<file path="src/rtl/br_stats_mmio_pkg.sv">
// Shared definitions for the branch-statistics MMIO block: register map,
// control/status bit positions and counter geometry.
package br_stats_mmio_pkg;

  localparam int unsigned CNT_W = 32;
  localparam int unsigned N_CNT = 4;

  typedef enum logic [3:0] {
    REG_CTRL     = 4'd0,
    REG_STATUS   = 4'd1,
    REG_BR_LO    = 4'd2,
    REG_BR_HI    = 4'd3,
    REG_HIT_LO   = 4'd4,
    REG_HIT_HI   = 4'd5,
    REG_MISPR_LO = 4'd6,
    REG_MISPR_HI = 4'd7,
    REG_CYC_LO   = 4'd8,
    REG_CYC_HI   = 4'd9
  } reg_off_e;

  localparam int unsigned CTRL_EN_BIT  = 0;
  localparam int unsigned CTRL_CLR_BIT = 1;

  // Counter index doubles as its STATUS bit position.
  localparam int unsigned CNT_BR    = 0;
  localparam int unsigned CNT_HIT   = 1;
  localparam int unsigned CNT_MISPR = 2;
  localparam int unsigned CNT_CYC   = 3;

endpackage

</file>
<file path="src/rtl/br_stats_mmio_sat_cnt32.sv">
// 32-bit saturating event counter with synchronous clear and a one-cycle
// pulse on any increment that lands on (or is held at) the maximum value.
module sat_cnt32
  import br_stats_mmio_pkg::*;
(
  input  logic             clk,
  input  logic             rst,
  input  logic             i_clr,
  input  logic             i_en,
  input  logic             i_inc,
  output logic [CNT_W-1:0] o_cnt,
  output logic             o_sat
);

  logic [CNT_W-1:0] r_cnt;
  logic             w_step;
  logic             w_max;

  assign w_step = i_en & i_inc & ~i_clr;
  assign w_max  = &r_cnt;
  assign o_sat  = w_step & (&r_cnt[CNT_W-1:1]);
  assign o_cnt  = r_cnt;

  always_ff @(posedge clk or posedge rst) begin
    if (rst) begin
      r_cnt <= '0;
    end else if (i_clr) begin
      r_cnt <= '0;
    end else if (w_step && !w_max) begin
      r_cnt <= r_cnt + 1'b1;
    end
  end

endmodule

</file>
<file path="src/rtl/br_stats_mmio.sv">
// Memory-mapped branch predictor statistics: four saturating counters with
// sticky saturation flags and LO-read-latches-HI shadows for tear-free reads.
module br_stats_mmio
  import br_stats_mmio_pkg::*;
#(
  parameter logic [15:0] BASE = 16'hE000
) (
  input  logic        clk,
  input  logic        rst,
  input  logic [15:0] addr,
  input  logic [15:0] wdata,
  input  logic        mm_we,
  input  logic        mm_re,
  input  logic        inc_br_cnt,
  input  logic        inc_hit_cnt,
  input  logic        inc_mispr_cnt,
  output logic [15:0] rdata
);

  logic                   w_sel;
  logic                   w_wr;
  logic                   w_rd;
  logic                   w_clr;
  logic [N_CNT-1:0]       w_w1c;
  logic [N_CNT-1:0]       w_sat;
  logic [N_CNT-1:0]       w_inc;
  logic [CNT_W-1:0]       w_cnt [N_CNT];
  logic [15:0]            w_rdata;
  logic                   w_unused;

  logic                   r_en;
  logic [N_CNT-1:0]       r_status;
  logic [15:0]            r_shadow [N_CNT];

  assign w_sel = (addr[15:4] == BASE[15:4]);
  assign w_wr  = mm_we & w_sel;
  assign w_rd  = mm_re & w_sel;
  assign w_clr = w_wr && (addr[3:0] == REG_CTRL) && wdata[CTRL_CLR_BIT];
  assign w_w1c = (w_wr && (addr[3:0] == REG_STATUS)) ? wdata[N_CNT-1:0] : '0;
  assign w_unused = ^wdata[15:N_CNT];

  assign w_inc[CNT_BR]    = inc_br_cnt;
  assign w_inc[CNT_HIT]   = inc_hit_cnt;
  assign w_inc[CNT_MISPR] = inc_mispr_cnt;
  assign w_inc[CNT_CYC]   = 1'b1;

  sat_cnt32 u_br (
    .clk(clk), .rst(rst), .i_clr(w_clr), .i_en(r_en), .i_inc(w_inc[CNT_BR]),
    .o_cnt(w_cnt[CNT_BR]), .o_sat(w_sat[CNT_BR])
  );

  sat_cnt32 u_hit (
    .clk(clk), .rst(rst), .i_clr(w_clr), .i_en(r_en), .i_inc(w_inc[CNT_HIT]),
    .o_cnt(w_cnt[CNT_HIT]), .o_sat(w_sat[CNT_HIT])
  );

  sat_cnt32 u_mispr (
    .clk(clk), .rst(rst), .i_clr(w_clr), .i_en(r_en), .i_inc(w_inc[CNT_MISPR]),
    .o_cnt(w_cnt[CNT_MISPR]), .o_sat(w_sat[CNT_MISPR])
  );

  sat_cnt32 u_cyc (
    .clk(clk), .rst(rst), .i_clr(w_clr), .i_en(r_en), .i_inc(w_inc[CNT_CYC]),
    .o_cnt(w_cnt[CNT_CYC]), .o_sat(w_sat[CNT_CYC])
  );

  always_ff @(posedge clk or posedge rst) begin
    if (rst) begin
      r_en <= 1'b0;
    end else if (w_wr && (addr[3:0] == REG_CTRL)) begin
      r_en <= wdata[CTRL_EN_BIT];
    end
  end

  // A saturation event in the same cycle as a W1C keeps its flag set.
  always_ff @(posedge clk or posedge rst) begin
    if (rst) begin
      r_status <= '0;
    end else if (w_clr) begin
      r_status <= '0;
    end else begin
      r_status <= (r_status & ~w_w1c) | w_sat;
    end
  end

  always_ff @(posedge clk or posedge rst) begin
    if (rst) begin
      for (int unsigned i = 0; i < N_CNT; i++) r_shadow[i] <= '0;
    end else if (w_clr) begin
      for (int unsigned i = 0; i < N_CNT; i++) r_shadow[i] <= '0;
    end else if (w_rd) begin
      case (addr[3:0])
        REG_BR_LO:    r_shadow[CNT_BR]    <= w_cnt[CNT_BR][31:16];
        REG_HIT_LO:   r_shadow[CNT_HIT]   <= w_cnt[CNT_HIT][31:16];
        REG_MISPR_LO: r_shadow[CNT_MISPR] <= w_cnt[CNT_MISPR][31:16];
        REG_CYC_LO:   r_shadow[CNT_CYC]   <= w_cnt[CNT_CYC][31:16];
        default: ;
      endcase
    end
  end

  always_comb begin
    w_rdata = '0;
    if (w_sel) begin
      case (addr[3:0])
        REG_CTRL:     w_rdata = {15'b0, r_en};
        REG_STATUS:   w_rdata = {{(16-N_CNT){1'b0}}, r_status};
        REG_BR_LO:    w_rdata = w_cnt[CNT_BR][15:0];
        REG_BR_HI:    w_rdata = r_shadow[CNT_BR];
        REG_HIT_LO:   w_rdata = w_cnt[CNT_HIT][15:0];
        REG_HIT_HI:   w_rdata = r_shadow[CNT_HIT];
        REG_MISPR_LO: w_rdata = w_cnt[CNT_MISPR][15:0];
        REG_MISPR_HI: w_rdata = r_shadow[CNT_MISPR];
        REG_CYC_LO:   w_rdata = w_cnt[CNT_CYC][15:0];
        REG_CYC_HI:   w_rdata = r_shadow[CNT_CYC];
        default:      w_rdata = '0;
      endcase
    end
  end

  assign rdata = w_rdata;

endmodule

</file>
<file path="config.mk">
export PLATFORM = sky130hd
export DESIGN_NAME = br_stats_mmio
export DESIGN_NICKNAME = d
export VERILOG_FILES = /design/src/rtl/br_stats_mmio_pkg.sv /design/src/rtl/br_stats_mmio_sat_cnt32.sv /design/src/rtl/br_stats_mmio.sv
export SDC_FILE = /design/constraint.sdc
export NUM_CORES = 1
export LEC_CHECK = 0
export ABC_AREA = 1
export BUFFER_PORTS_ARGS = -buffer_cell sky130_fd_sc_hd__buf_4
export CORE_MARGIN = 4
export CORE_UTILIZATION = 59
export CTS_CLUSTER_DIAMETER = 200
export DETAILED_ROUTE_END_ITERATION = 10
export HOLD_SLACK_MARGIN = 0.08
export PLACE_DENSITY = 0.79
export SETUP_SLACK_MARGIN = 0.3
export SLEW_MARGIN = 0
export SYNTH_ARGS = -nofsm -noshare
export SYNTH_HDL_FRONTEND = slang
export SYNTH_SLANG_ARGS = --single-unit
</file>
<file path="constraint.sdc">
create_clock -name clk -period 8.59 [get_ports clk]
set_input_delay 0 -clock clk [delete_from_list [all_inputs] [get_ports clk]]
set_output_delay 0 -clock clk [all_outputs]
set_load 0.02 [all_outputs]
</file>
Yosys cells after proc, flatten, opt, wreduce, memory -nomap -nowiden. Cells that the tools add are included.

Output and inout port bits: 16. Bits in registers: 197. Input port bits: 39. Word-level logic and storage cells: 92.

Equality and inequality tests: 10. Reduce and logical (&&, ||, !) cells: 33. Mux-type cells: 18. $add $sub $neg: 4. Bitwise logic cells: 17.

Operators by type and width (count): 2-to-1 mux 32 bit (8); case mux 16 bit (10 select lines) (1); adder 32 x 1 -> 32 bit (second input constant) (4); 2-to-1 mux 64 bit (2); AND reduction 32 bit (4); AND reduction 31 bit (4); 2-to-1 mux 16 bit (5); nonzero test 2 bit (9); equality test 4 x 3 -> 1 bit (second input constant) (4); bitwise AND 1 bit (13); equality test 12 bit (second input constant) (1); equality test 4 x 2 -> 1 bit (second input constant) (2); equality test 4 bit (second input constant) (2); 2-to-1 mux 4 bit (2); AND reduction 2 bit (4); logical AND 1 bit (7); bitwise AND 4 bit (1); equality test 4 x 1 -> 1 bit (second input constant) (1); logical NOT 1 bit (4); logical NOT 4 bit (1); inverter 4 bit (1); OR 4 bit (1); inverter 1 bit (1).

Depth between registers and ports, before layout. Gate-level depths: netlist of run 1.

Depth after elaboration: 9. Gate-level depth with buffers: 12. Gate-level depth less buffers: 11.

Modules after synthesis. Synthesis of run 1 repeated with hierarchy kept, for this count alone.

Cells, all modules: 1944. Area, all modules: 12897.4 µm².

By module, submodules not included: sat_cnt32 (cells each 320, sequential area each 800.8 µm², times used 4, area an instance 2173.3 µm²); br_stats_mmio (cells each 664, sequential area each 1726.7 µm², times used 1, area an instance 4204.0 µm²).

Worst setup path before layout of run 1. No wires, ideal clock.

Path type: register to register. From: register u_cyc.r_cnt[0], in the netlist u_cyc.o_cnt[0]. To: register u_cyc.r_cnt[10], in the netlist u_cyc.o_cnt[10]. Path buffers: 1. Stages on the path, launching flop included: 10. Arrival: 1.612 ns. Required time: 8.466 ns. Setup time: 0.124 ns. Setup slack: 6.854 ns. Period minus slack after synthesis: 1.736 ns. Cell sequence: dfrtp_1 > ha_1 > nand3_1 > nor2_1 > nand2_1 > nor2_2 > o21ai_2 > clkbuf_1 > nand2_1 > nand2_1.

Cells in the longest elaborated chain, start to end: 4. Elaborated cells between the ends (all ways): 7. Those cells by class: 1 x add/sub; 2 x mux; 4 x reduce/logical.

Ends and longest elaborated chain: from (decl) (line br_stats_mmio_sat_cnt32.sv:15) `logic [CNT_W-1:0] r_cnt;`; from (signal assigned) (line br_stats_mmio_sat_cnt32.sv:30) `r_cnt <= r_cnt + 1'b1;`; branches (longest 4 deep; another with adder 32 x 1 -> 32 bit).

Several ways; the timed one is not identified. The select of a mux whose other input is x is not followed. A chain may end at the register's enable or synchronous reset.

Worst setup path in the final report of run 1.
From: register u_hit.r_cnt[0], in the netlist u_hit.o_cnt[0]. To: register u_hit.r_cnt[26], in the netlist u_hit.o_cnt[26].

Cells in the longest elaborated chain, start to end: 4. Elaborated cells between the ends (all ways): 7. Those cells by class: 1 x add/sub; 2 x mux; 4 x reduce/logical.

Ends and longest elaborated chain (line): from (decl) (br_stats_mmio_sat_cnt32.sv:15); from (signal assigned) (br_stats_mmio_sat_cnt32.sv:30); branches (longest 4 deep; another with adder 32 x 1 -> 32 bit).

Several ways; the timed one is not identified. The select of a mux whose other input is x is not followed.

==> impl_metrics.csv, run 1 <==
group,metric,value,unit
synthesis,async_flop_share,1.00,
synthesis,synth_area_leaders,"dfrtp_1 35%, nand2_1 19%, nor2_1 9.4%, inv_1 6.9%, o211ai_1 6.4%",
sta,fin_crit_sh,0.351,
power_and_ir_drop,p_leak,7.20,nW
min_path,min_from,"mm_we",
sta,fin_tns_setup,0,ns
critical_path,end_kind,"flip-flop",
floorplanning,dieArea,26200,um^2
critical_path,crit_arrival,3.35,ns
sta,holdWs,0.0859,ns
min_path,min_to,"r_status[2]$_DFF_PP0_",
route,routedWlPerCell,16.3,um
synthesis,synthXorXnorAreaFrac,0.0332,
clocking,cts.clk_slew.worst_paths,0.08,ns
power_and_ir_drop,ir_drop,0.130,mV
clocking,cts_tree,"done",
critical_path,start_kind,"flip-flop",
clocking,clockBufferDepth,2,
global_routing,antenna_found_initial,0,
power_and_ir_drop,power_density,120,nW/um^2
synthesis,synthSimpleGateAreaFrac,0.372,
route,drtPass1Iterations,6,
sta,hold_viol,0,
sta,rsz0062_at_grt,"false",
critical_path,crit_family,"simple AND/OR/NAND/NOR gates",
floorplanning,core-area,23400,um^2
job,max_cap_violations,0,
final_layout,drive_gt1_frac,0.0514,
floorplanning,die_w,162,um
final_layout,antenna_cells,0,
critical_path,crit_slowest_cell,"nor2_2",
critical_path,worstPathCellList,"ha_1 -> nand3_1 -> nor2_1 -> nand2_1 -> nor2_2 -> buf_4 -> o21ai_1 -> buf_4 -> nand2_1 -> nand2_1",
min_path,hold_path_class,"input pin to flip-flop",
placed_design,dpl.hpwl,28600,um
synthesis,synth-compound-area-share,0.126,
synthesis,yosysSeqAreaShare,0.353,
route,route.detailed.drc,0,
synthesis,ys_ff_latch,197,
clocking,ctsRootBufferMaster,"clkbuf_16",
route,vias_per_cell,5.70,
synthesis,ys_warn_count,0,
route,drt_wl_total,40700,um
critical_path,r2r-start,"u_hit.o_cnt[0]$_DFFE_PP0P_",
clocking,insertion_delay,0.45,ns
sta,fin_worst_skew,0.0157,ns
sta,fmax,331,MHz
final_layout,synthToLayoutAreaGrowth,6.54,%
sta,finalSetupViolCount,0,
route,drtAntennaViolNets,0,
synthesis,netlist_instances,2178,
synthesis,avgSynthCellArea,6.42,um^2
critical_path,critPathMaxStageDelay,0.66,ns
synthesis,synth_top_family_by_area,"simple AND/OR/NAND/NOR gates",
critical_path,path_common_cell,"nand2_1",
synthesis,synth_top_area_share,0.353,
final_layout,layout.nets,2211,
synthesis,synth_cell_types,33,
floorplanning,rows,56,
floorplanning,die_y,162,um
sta,slew_headroom,0.249,
synthesis,synth_nets,2221,
critical_path,critical_path_class,"flip-flop to flip-flop",
synthesis,synth_area,14000,um^2
route,num_vias,14257,
placed_design,gp_congestion,0.973,
synthesis,synthTopCellsByCount,"723 x nand2_1, 351 x nor2_1, 258 x inv_1",
clocking,cts_made_buffers,17,
synthesis,synth-main-ff-cell,"dfrtp_1",
global_routing,grt_first_pass_wirelength,67000,um
critical_path,path_max_fanout,18,
sta,maxSlewViolCount,0,
global_routing,overflow,0,
critical_path,crit_required,8.92,ns
sta,layout_min_cycle_time,3.02,ns
clocking,cts_setup_buffers,0,
outcome,outcome,"finished clean",
clocking,htree_levels,4,
synthesis,yosys.area.top_type,"dfrtp_1",
min_path,worstHoldPathCells,4,
critical_path,reg2reg_depth,10,
placed_design,io_buffers,42,
floorplanning,start_util,0.597,
critical_path,timing.rr.end,"u_hit.o_cnt[26]$_DFFE_PP0P_",
sta,worst_pin_slew,1.13,ns
route,drt_iter0_markers,1749,
global_routing,grt_pass1_vias,13190,
clocking,clock_sinks,197,
critical_path,r2r_slack,5.57,ns
global_routing,grt_util_all_layers,0.312,
synthesis,yosysMostFrequentCell,"nand2_1",
global_routing,grt_start_max_net_pins,130,
power_and_ir_drop,total_power,0.00178,W
critical_path,path_buf_inv,2,
synthesis,synth_edf_count,0,
floorplanning,ioPinCount,55,
synthesis,synth_fa_ha_area_frac,0.00358,
synthesis,yosys-mux-area-fraction,0,
## stage by stage
stage	worst slack, ns	area (um^2)	std cells	util
floorplan	3.22	14000	2178	-
finish	5.57	14900	2500	0.636
global placement	5.45	14300	2460	0.609
detailed placement	5.43	14300	2460	0.609
CTS	5.61	14900	2500	0.636
global route	5.34	14900	2500	0.636
## cells by family after synthesis
family / count (synthesis)
xor+xnor: 53
fa+ha+maj: 4
compound gates: 278
buf+inv: 359
simple gates: 1287
flops: 197
## how the worst max path moves through the flow
stage / cells after the start / startpoint / slack (ns) / endpoint
6_report: 10 / u_hit.o_cnt[0]$_DFFE_PP0P_ / 5.57 / u_hit.o_cnt[26]$_DFFE_PP0P_
2_1_floorplan: 1 / rst / 3.22 / r_en$_DFFE_PP0N_
3_3_place_gp: 13 / addr[9] / 5.45 / r_shadow[35]$_DFFE_PP0P_
3_5_place_dp: 13 / addr[12] / 5.43 / r_shadow[34]$_DFFE_PP0P_
4_1_cts: 10 / u_hit.o_cnt[0]$_DFFE_PP0P_ / 5.61 / u_hit.o_cnt[26]$_DFFE_PP0P_
5_1_grt: 10 / u_hit.o_cnt[0]$_DFFE_PP0P_ / 5.34 / u_hit.o_cnt[31]$_DFFE_PP0P_
## report_power, final
part           switching, W  internal (W)  total [W]
Sequential       0.00000264      0.000928   0.000931
Clock              0.000399      0.000389   0.000788
Combinational     0.0000462     0.0000195  0.0000656
## final cells by class
class,instances,area [um^2]
fillers,2246,8510
repair buffers,65,508
clock buffers,19,443
well taps,319,399
inverters,265,1000
clock inverters,13,116
multi-input cells,1622,7490
flip-flops and latches,197,4930
## placed cells by master, fill, tap and decap left out, types with 4 or more instances in the layout
master	instances
o211ai_1	120
inv_2	6
nor2_1	351
nand2_1	723
xnor2_1	9
dfrtp_1	197
buf_4	57
dlygate4sd3_1	8
o21ai_0	37
clkinv_4	5
xor2_1	44
inv_1	257
nand3_1	141
a21oi_1	20
inv_6	4
nand4_1	48
clkbuf_16	17
nor3_1	5
o21ai_1	48
nor2_2	10
o22ai_1	46
ha_1	4
## state kept, by name, summed over array words and instances (netlist names)
signal	cells
u_cyc.o_cnt	32
u_br.o_cnt	32
r_status	4
r_shadow	64
u_mispr.o_cnt	32
u_hit.o_cnt	32
r_en	1
## routing by layer
metal | up-vias | global-route usage | wire [um]
li1 | 6926 | - | -
met2 | 598 | 0.497 | 18600
met3 | 47 | 0.0472 | 3380
met4 | 0 | 0.0857 | 816
met5 | - | 0 | 0
met1 | 6686 | 0.449 | 17900
## worst min-delay path: stages
cell and delay (ns):
buf_4 0.12, nand4_1 0.14, o21ai_0 0.10, a21oi_1 0.12
## timing repair
action / 4_1_cts / 5_1_grt
hold endpoints to repair: 133 / 0
resized for setup: 0 / 0
hold buffers: 8 / 0
Note: power is estimated with default switching activity, not from simulation.
==> run 2: changes to the inputs <==
--- a/config.mk
+++ b/config.mk
@@ -5,7 +5,7 @@
 export SDC_FILE = /design/constraint.sdc
 export NUM_CORES = 1
 export LEC_CHECK = 0
-export ABC_AREA = 1
+export ABC_AREA = 0
 export BUFFER_PORTS_ARGS = -buffer_cell sky130_fd_sc_hd__buf_4
 export CORE_MARGIN = 4
 export CORE_UTILIZATION = 59
==> constraint.sdc (replaced) <==
create_clock -name clk -period 2.9 [get_ports clk]
set_input_delay 0 -clock clk [delete_from_list [all_inputs] [get_ports clk]]
set_output_delay 0 -clock clk [all_outputs]
set_load 0.02 [all_outputs]
==> run 2 against run 1 <==
- die area down 21%
- sequential cell count unchanged
- setup slack worse by 5.2 ns
- wire length down 24%
- clock-buffer cell count up 4
- cell area down 18%
- largest cell class unchanged
==> impl_metrics.csv, run 2 <==
group,metric,value,unit
critical_path,crit_arrival,2.52,ns
final_layout,final_cell_mix,"194 x dfrtp_1, 130 x nor2_1, 77 x nand2_1",
final_layout,layout.nets,1241,
route,route.detailed.drc,0,
sta,hold_viol,0,
sta,worst_pin_slew,0.847,ns
final_layout,largest_reg_flops,64,
synthesis,async_flop_share,1.00,
clocking,htree_levels,4,
critical_path,crit_required,2.90,ns
final_layout,layout_commonest_cell,"dfrtp_1",
route,vias_per_cell,6.89,
floorplanning,start_util,0.604,
route,drtPass1Iterations,6,
placed_design,gp_congestion,0.973,
floorplanning,dieArea,20800,um^2
global_routing,grt_util_all_layers,0.307,
final_layout,drive_gt1_frac,0.117,
synthesis,netlist_instances,1156,
final_layout,antenna_cells,0,
power_and_ir_drop,power_density,436,nW/um^2
sta,finalSetupViolCount,0,
route,routedWlPerCell,21.6,um
critical_path,critical_path_class,"input pin to output pin",
power_and_ir_drop,total_power,0.00531,W
synthesis,synth-main-ff-cell,"dfrtp_1",
synthesis,ys_ff_latch,197,
power_and_ir_drop,p_comb_frac,0.029,
critical_path,path_max_fanout,17,
clocking,cts.clk_slew.worst_paths,0.06,ns
outcome,outcome,"finished clean",
placed_design,dpl.hpwl,21900,um
synthesis,yosysSeqAreaShare,0.451,
global_routing,antenna_found_initial,0,
global_routing,grt_start_max_net_pins,131,
power_and_ir_drop,swShare,0.214,
route,drtAntennaViolNets,0,
floorplanning,die_w,144,um
synthesis,yosysMostFrequentCell,"dfrtp_1",
critical_path,end_kind,"output pin",
global_routing,grt_first_pass_wirelength,50000,um
power_and_ir_drop,p_leak,4.86,nW
floorplanning,die_y,144,um
floorplanning,ioPinCount,55,
global_routing,grt_pass1_vias,9261,
synthesis,synthTopCellsByCount,"197 x dfrtp_1, 130 x nor2_1, 77 x nand2_1",
sta,layout_min_cycle_time,2.52,ns
synthesis,yosys.area.top_type,"dfrtp_1",
clocking,clockBufferDepth,2,
route,drt_wl_total,31100,um
clocking,ctsRootBufferMaster,"clkbuf_16",
synthesis,ys_warn_count,0,
job,max_cap_violations,0,
placed_design,io_buffers,42,
power_and_ir_drop,ir_drop,0.396,mV
sta,rsz0062_at_grt,"true",
clocking,insertion_delay,0.44,ns
clocking,clock_sinks,197,
floorplanning,core-area,18100,um^2
final_layout,fill_cells,1395,
clocking,cts_made_buffers,17,
synthesis,synth_top_area_share,0.451,
synthesis,synth_cell_types,70,
synthesis,synth_edf_count,0,
critical_path,start_kind,"input pin",
power_and_ir_drop,p_switching,0.00114,W
min_path,hold_path_class,"input pin to flip-flop",
sta,fmax,396,MHz
floorplanning,rows,49,
final_layout,synthToLayoutAreaGrowth,11.5,%
synthesis,avgSynthCellArea,9.46,um^2
sta,maxSlewViolCount,0,
sta,fin_crit_sh,0.870,
global_routing,overflow,0,
synthesis,synth_area_leaders,"dfrtp_1 45%, mux2i_1 6.2%, nor2_1 4.5%, a21oi_1 3.4%, nand4_1 3.0%",
power_and_ir_drop,power.internal,0.00417,W
power_and_ir_drop,clock_power_share,0.453,
route,drt_iter0_markers,1307,
clocking,cts_tree,"done",
power_and_ir_drop,p_seq_frac,0.518,
synthesis,synth_nets,1199,
final_layout,top_register,"r_shadow",
synthesis,synth_area,10900,um^2
sta,slew_headroom,0.435,
sta,fin_tns_setup,0,ns
route,num_vias,9912,
sta,fin_worst_skew,0.00964,ns
==> run 2: changes by cell type after synthesis, moves of 20 or more <==
cell and delta:
a21oi_1 +55, o21ai_1 -47, nand2_1 -646, xor2_1 -29, mux2i_1 +68, or3_1 +52, o22ai_1 -46, nor2_1 -221
nand3_1 -90, nor4_1 +23, inv_1 -246, o211ai_1 -113, o31ai_1 +20
==> run 2: final cells by class <==
class,instances,area [um^2],area share
Clock buffer,23,458,0.0376
Clock inverter,8,126,0.0104
Tap cell,229,287,0.0235
Sequential cell,197,4930,0.405
Inverter,12,48.8,0.00400
Multi-Input combinational cell,888,5660,0.464
Timing Repair Buffer,82,681,0.0558
==> run 2: critical path: stages <==
cell	delay, ns
dlygate4sd3_1	0.53
buf_4	0.23
nand2_1	0.10
nor2_1	0.53
buf_4	0.26
a22o_1	0.22
a221oi_1	0.12
a31oi_1	0.32
buf_4	0.20
==> run 2: kinds of logic after synthesis <==
kind of cell               after synthesis  synth area share
adders and majority gates                4           0.00458
and+or+nand+nor                        513             0.253
buffers and inverters                   71            0.0348
DFF                                    197             0.451
AOI/OAI and AO/OA                      263             0.162
xor gates and xnor gates                38            0.0304
muxes                                   70            0.0643
==> run 2: power by group through the flow <==
stage               clock network [W]  logic [W]  registers, W
floorplan                           0  0.0000813       0.00280
global placement                    0   0.000146       0.00280
detailed placement                  0   0.000147       0.00280
CTS                           0.00241   0.000157       0.00275
global route                  0.00254   0.000172       0.00275
finish                        0.00241   0.000155       0.00275
==> run 2: worst paths after layout <==
| check | to | startpoint | cells past startpoint | slack [ns] |
|---|---|---|---|---|
| max in group asynchronous | r_status[1]$_DFF_PP0_ | rst | 4 | 1.90 |
| worst max register to register | u_br.o_cnt[21]$_DFFE_PP0P_ | u_br.o_cnt[13]$_DFFE_PP0P_ | 5 | 0.42 |
| worst min-delay path | u_hit.o_cnt[8]$_DFFE_PP0P_ | inc_hit_cnt | 4 | 0.12 |
| min in group asynchronous | u_cyc.o_cnt[22]$_DFFE_PP0P_ | rst | 4 | 0.33 |
| worst min register to register | r_shadow[42]$_DFFE_PP0P_ | r_shadow[42]$_DFFE_PP0P_ | 2 | 0.53 |
| worst max-delay path | rdata[7] | addr[0] | 9 | 0.38 |
==> run 2: repair_timing <==
item	CTS	global route
buffers inserted	0	0
setup endpoints to repair	0	27
hold buffers	8	0
endpoints found under the hold margin	207	0
gates resized for setup	0	10
==> run 2: metal layers <==
metal | routed length (um) | global-route usage | share of wire
met5 | 0 | 0 | 0
met4 | 1080 | 0.118 | 0.035
met3 | 2800 | 0.0585 | 0.090
met2 | 14000 | 0.463 | 0.45
met1 | 13200 | 0.441 | 0.42
==> run 2: stage by stage <==
stage	instances	utilization	area, um^2	setup WS (ns)	hold slack [ns]
final	1439	0.674	12200	0.378	0.123
after global placement	1400	0.635	11500	0.461	0.220
after floorplan	1156	-	10900	0.354	0.0887
after CTS	1439	0.672	12200	0.341	0.112
after detailed placement	1400	0.635	11500	0.429	0.221
after global routing	1439	0.674	12200	0.275	0.173
==> run 3: changes to the inputs <==
--- a/config.mk
+++ b/config.mk
@@ -9,6 +9,7 @@
 export BUFFER_PORTS_ARGS = -buffer_cell sky130_fd_sc_hd__buf_4
 export CORE_MARGIN = 4
 export CORE_UTILIZATION = 59
+export CTS_BUF_LIST = sky130_fd_sc_hd__clkbuf_4 sky130_fd_sc_hd__clkbuf_8
 export CTS_CLUSTER_DIAMETER = 200
 export DETAILED_ROUTE_END_ITERATION = 10
 export HOLD_SLACK_MARGIN = 0.08
==> run 3 against run 2 <==
- power down 10%
- final cell count barely moved
- via count fell by 0.10%
- highest routed layer unchanged
==> impl_metrics.csv, run 3 (same netlist as run 2, synthesis figures left out) <==
group,metric,value,unit
global_routing,grt_first_pass_wirelength,49300,um
final_layout,drive_gt1_frac,0.121,
critical_path,timing.rr.end,"u_br.o_cnt[19]$_DFFE_PP0P_",
critical_path,worstPathCellList,"dlygate4sd3_1 -> buf_4 -> nand2_1 -> nor2_1 -> buf_4 -> a22o_1 -> a221oi_1 -> a31oi_1 -> buf_4",
power_and_ir_drop,p_seq_frac,0.575,
floorplanning,die_w,144,um
sta,fmax,402,MHz
global_routing,grt_util_all_layers,0.302,
placed_design,dpl.cell_count,1400,
min_path,worstHoldPathCells,7,
sta,slew_headroom,0.439,
sta,fin_worst_skew,0.0155,ns
final_layout,fin_cells,1440,
route,routedWlPerCell,21.2,um
route,drt_iter0_markers,1429,
power_and_ir_drop,ir_drop,0.293,mV
sta,fin_ws,0.414,ns
critical_path,crit_arrival,2.49,ns
sta,holdWs,0.231,ns
sta,rsz0062_at_grt,"true",
min_path,hold_path_class,"input pin to flip-flop",
power_and_ir_drop,p_leak,4.80,nW
job,max_cap_violations,0,
floorplanning,dieArea,20800,um^2
sta,fin_crit_sh,0.857,
sta,finalSetupViolCount,0,
global_routing,grt_start_max_net_pins,131,
route,drt_wl_total,30600,um
clocking,cts_tree,"done",
route,num_vias,9902,
critical_path,reg2reg_depth,5,
critical_path,critPathMaxStageDelay,0.53,ns
clocking,cts_setup_buffers,0,
outcome,outcome,"finished clean",
final_layout,antenna_cells,0,
critical_path,path_common_cell,"buf_4",
critical_path,r2r-start,"u_br.o_cnt[13]$_DFFE_PP0P_",
floorplanning,ioPinCount,55,
critical_path,crit_slowest_cell,"dlygate4sd3_1",
final_layout,top_register,"r_shadow",
route,vias_per_cell,6.88,
clocking,clockBufferDepth,2,
global_routing,overflow,0,
sta,maxSlewViolCount,0,
critical_path,crit_required,2.90,ns
power_and_ir_drop,p_switching,0.00106,W
final_layout,layout_commonest_cell,"dfrtp_1",
floorplanning,rows,49,
critical_path,critical_path_class,"input pin to output pin",
global_routing,antenna_found_initial,0,
placed_design,dpl.hpwl,21900,um
clocking,insertion_delay,0.48,ns
clocking,htree_levels,4,
power_and_ir_drop,power.internal,0.00371,W
power_and_ir_drop,clock_power_share,0.392,
sta,layout_min_cycle_time,2.49,ns
placed_design,place_ws,0.429,ns
min_path,min_to,"r_status[0]$_DFF_PP0_",
sta,worst_pin_slew,0.841,ns
route,route.detailed.drc,0,
sta,fin_tns_setup,0,ns
critical_path,path_max_fanout,17,
final_layout,synthToLayoutAreaGrowth,9.96,%
route,drtAntennaViolNets,0,
critical_path,end_kind,"output pin",
route,drtPass1Iterations,8,
placed_design,io_buffers,42,
global_routing,grt_pass1_vias,9107,
clocking,clock_sinks,197,
power_and_ir_drop,swShare,0.222,
floorplanning,core-area,18100,um^2
sta,hold_viol,0,
clocking,cts_made_buffers,17,
final_layout,largest_reg_flops,64,
power_and_ir_drop,total_power,0.00477,W
floorplanning,start_util,0.604,
min_path,min_from,"addr[10]",
placed_design,gp_congestion,0.973,
power_and_ir_drop,power_density,397,nW/um^2
final_layout,layout.nets,1242,
final_layout,final_cell_mix,"195 x dfrtp_1, 130 x nor2_1, 77 x nand2_1",
clocking,cts.clk_slew.worst_paths,0.10,ns
power_and_ir_drop,p_comb_frac,0.033,
critical_path,r2r_slack,0.43,ns
critical_path,start_kind,"input pin",
clocking,ctsRootBufferMaster,"clkbuf_8",
floorplanning,die_y,144,um
==> run 3: per-layer routing <==
layer	global-route usage	wire (um)	share of wire
met2	0.458	13800	0.45
met5	0	0	0
met3	0.0539	2540	0.083
met1	0.438	13200	0.43
met4	0.109	1010	0.033
==> run 3: per-stage QoR <==
| stage | area (um^2) | utilization |
|---|---|---|
| 2_1_floorplan | 10900 | - |
| 3_3_place_gp | 11500 | 0.635 |
| 3_5_place_dp | 11500 | 0.635 |
| 4_1_cts | 12000 | 0.663 |
| 5_1_grt | 12000 | 0.665 |
| 6_report | 12000 | 0.665 |
==> run 3: worst max-delay path, delay by kind of cell <==
kind                   cells  cell delay [ns]
AND/OR/NAND/NOR            2             0.60
AO/OA/AOI/OAI              3             0.65
buffers and inverters      4             1.21
==> run 3: worst max-delay path by stage <==
stage	from	end	slack, ns	depth (start not counted)
after global placement	u_mispr.o_cnt[1]$_DFFE_PP0P_	u_mispr.o_cnt[1]$_DFFE_PP0P_	0.46	7
after global routing	u_br.o_cnt[13]$_DFFE_PP0P_	u_br.o_cnt[12]$_DFFE_PP0P_	0.29	5
final	addr[0]	rdata[7]	0.41	9
after floorplan	rst	r_en$_DFFE_PP0N_	0.35	1
after detailed placement	u_mispr.o_cnt[1]$_DFFE_PP0P_	u_mispr.o_cnt[1]$_DFFE_PP0P_	0.43	7
after CTS	u_mispr.o_cnt[1]$_DFFE_PP0P_	u_mispr.o_cnt[1]$_DFFE_PP0P_	0.36	7
==> run 3: power by group through the flow <==
stage	sequential, W	combinational, W	clock, W
floorplan	0.00280	0.0000813	0
global placement	0.00280	0.000146	0
detailed placement	0.00280	0.000147	0
CTS	0.00275	0.000157	0.00189
global route	0.00275	0.000173	0.00201
finish	0.00275	0.000156	0.00187
==> run 3: cell type report <==
class	instances	area, um^2
sequential	197	4930
timing repair buffer	83	691
clock buffer	23	285
clock inverter	8	126
multi-input combinational	888	5650
fill	1437	6070
inverter	12	48.8
tap	229	287
==> run 3: timing repair <==
action / in CTS / in global routing
endpoints found under the setup margin: 0 / 28
gates resized for setup: 0 / 8
endpoints found under the hold margin: 227 / 0
hold buffers: 9 / 0
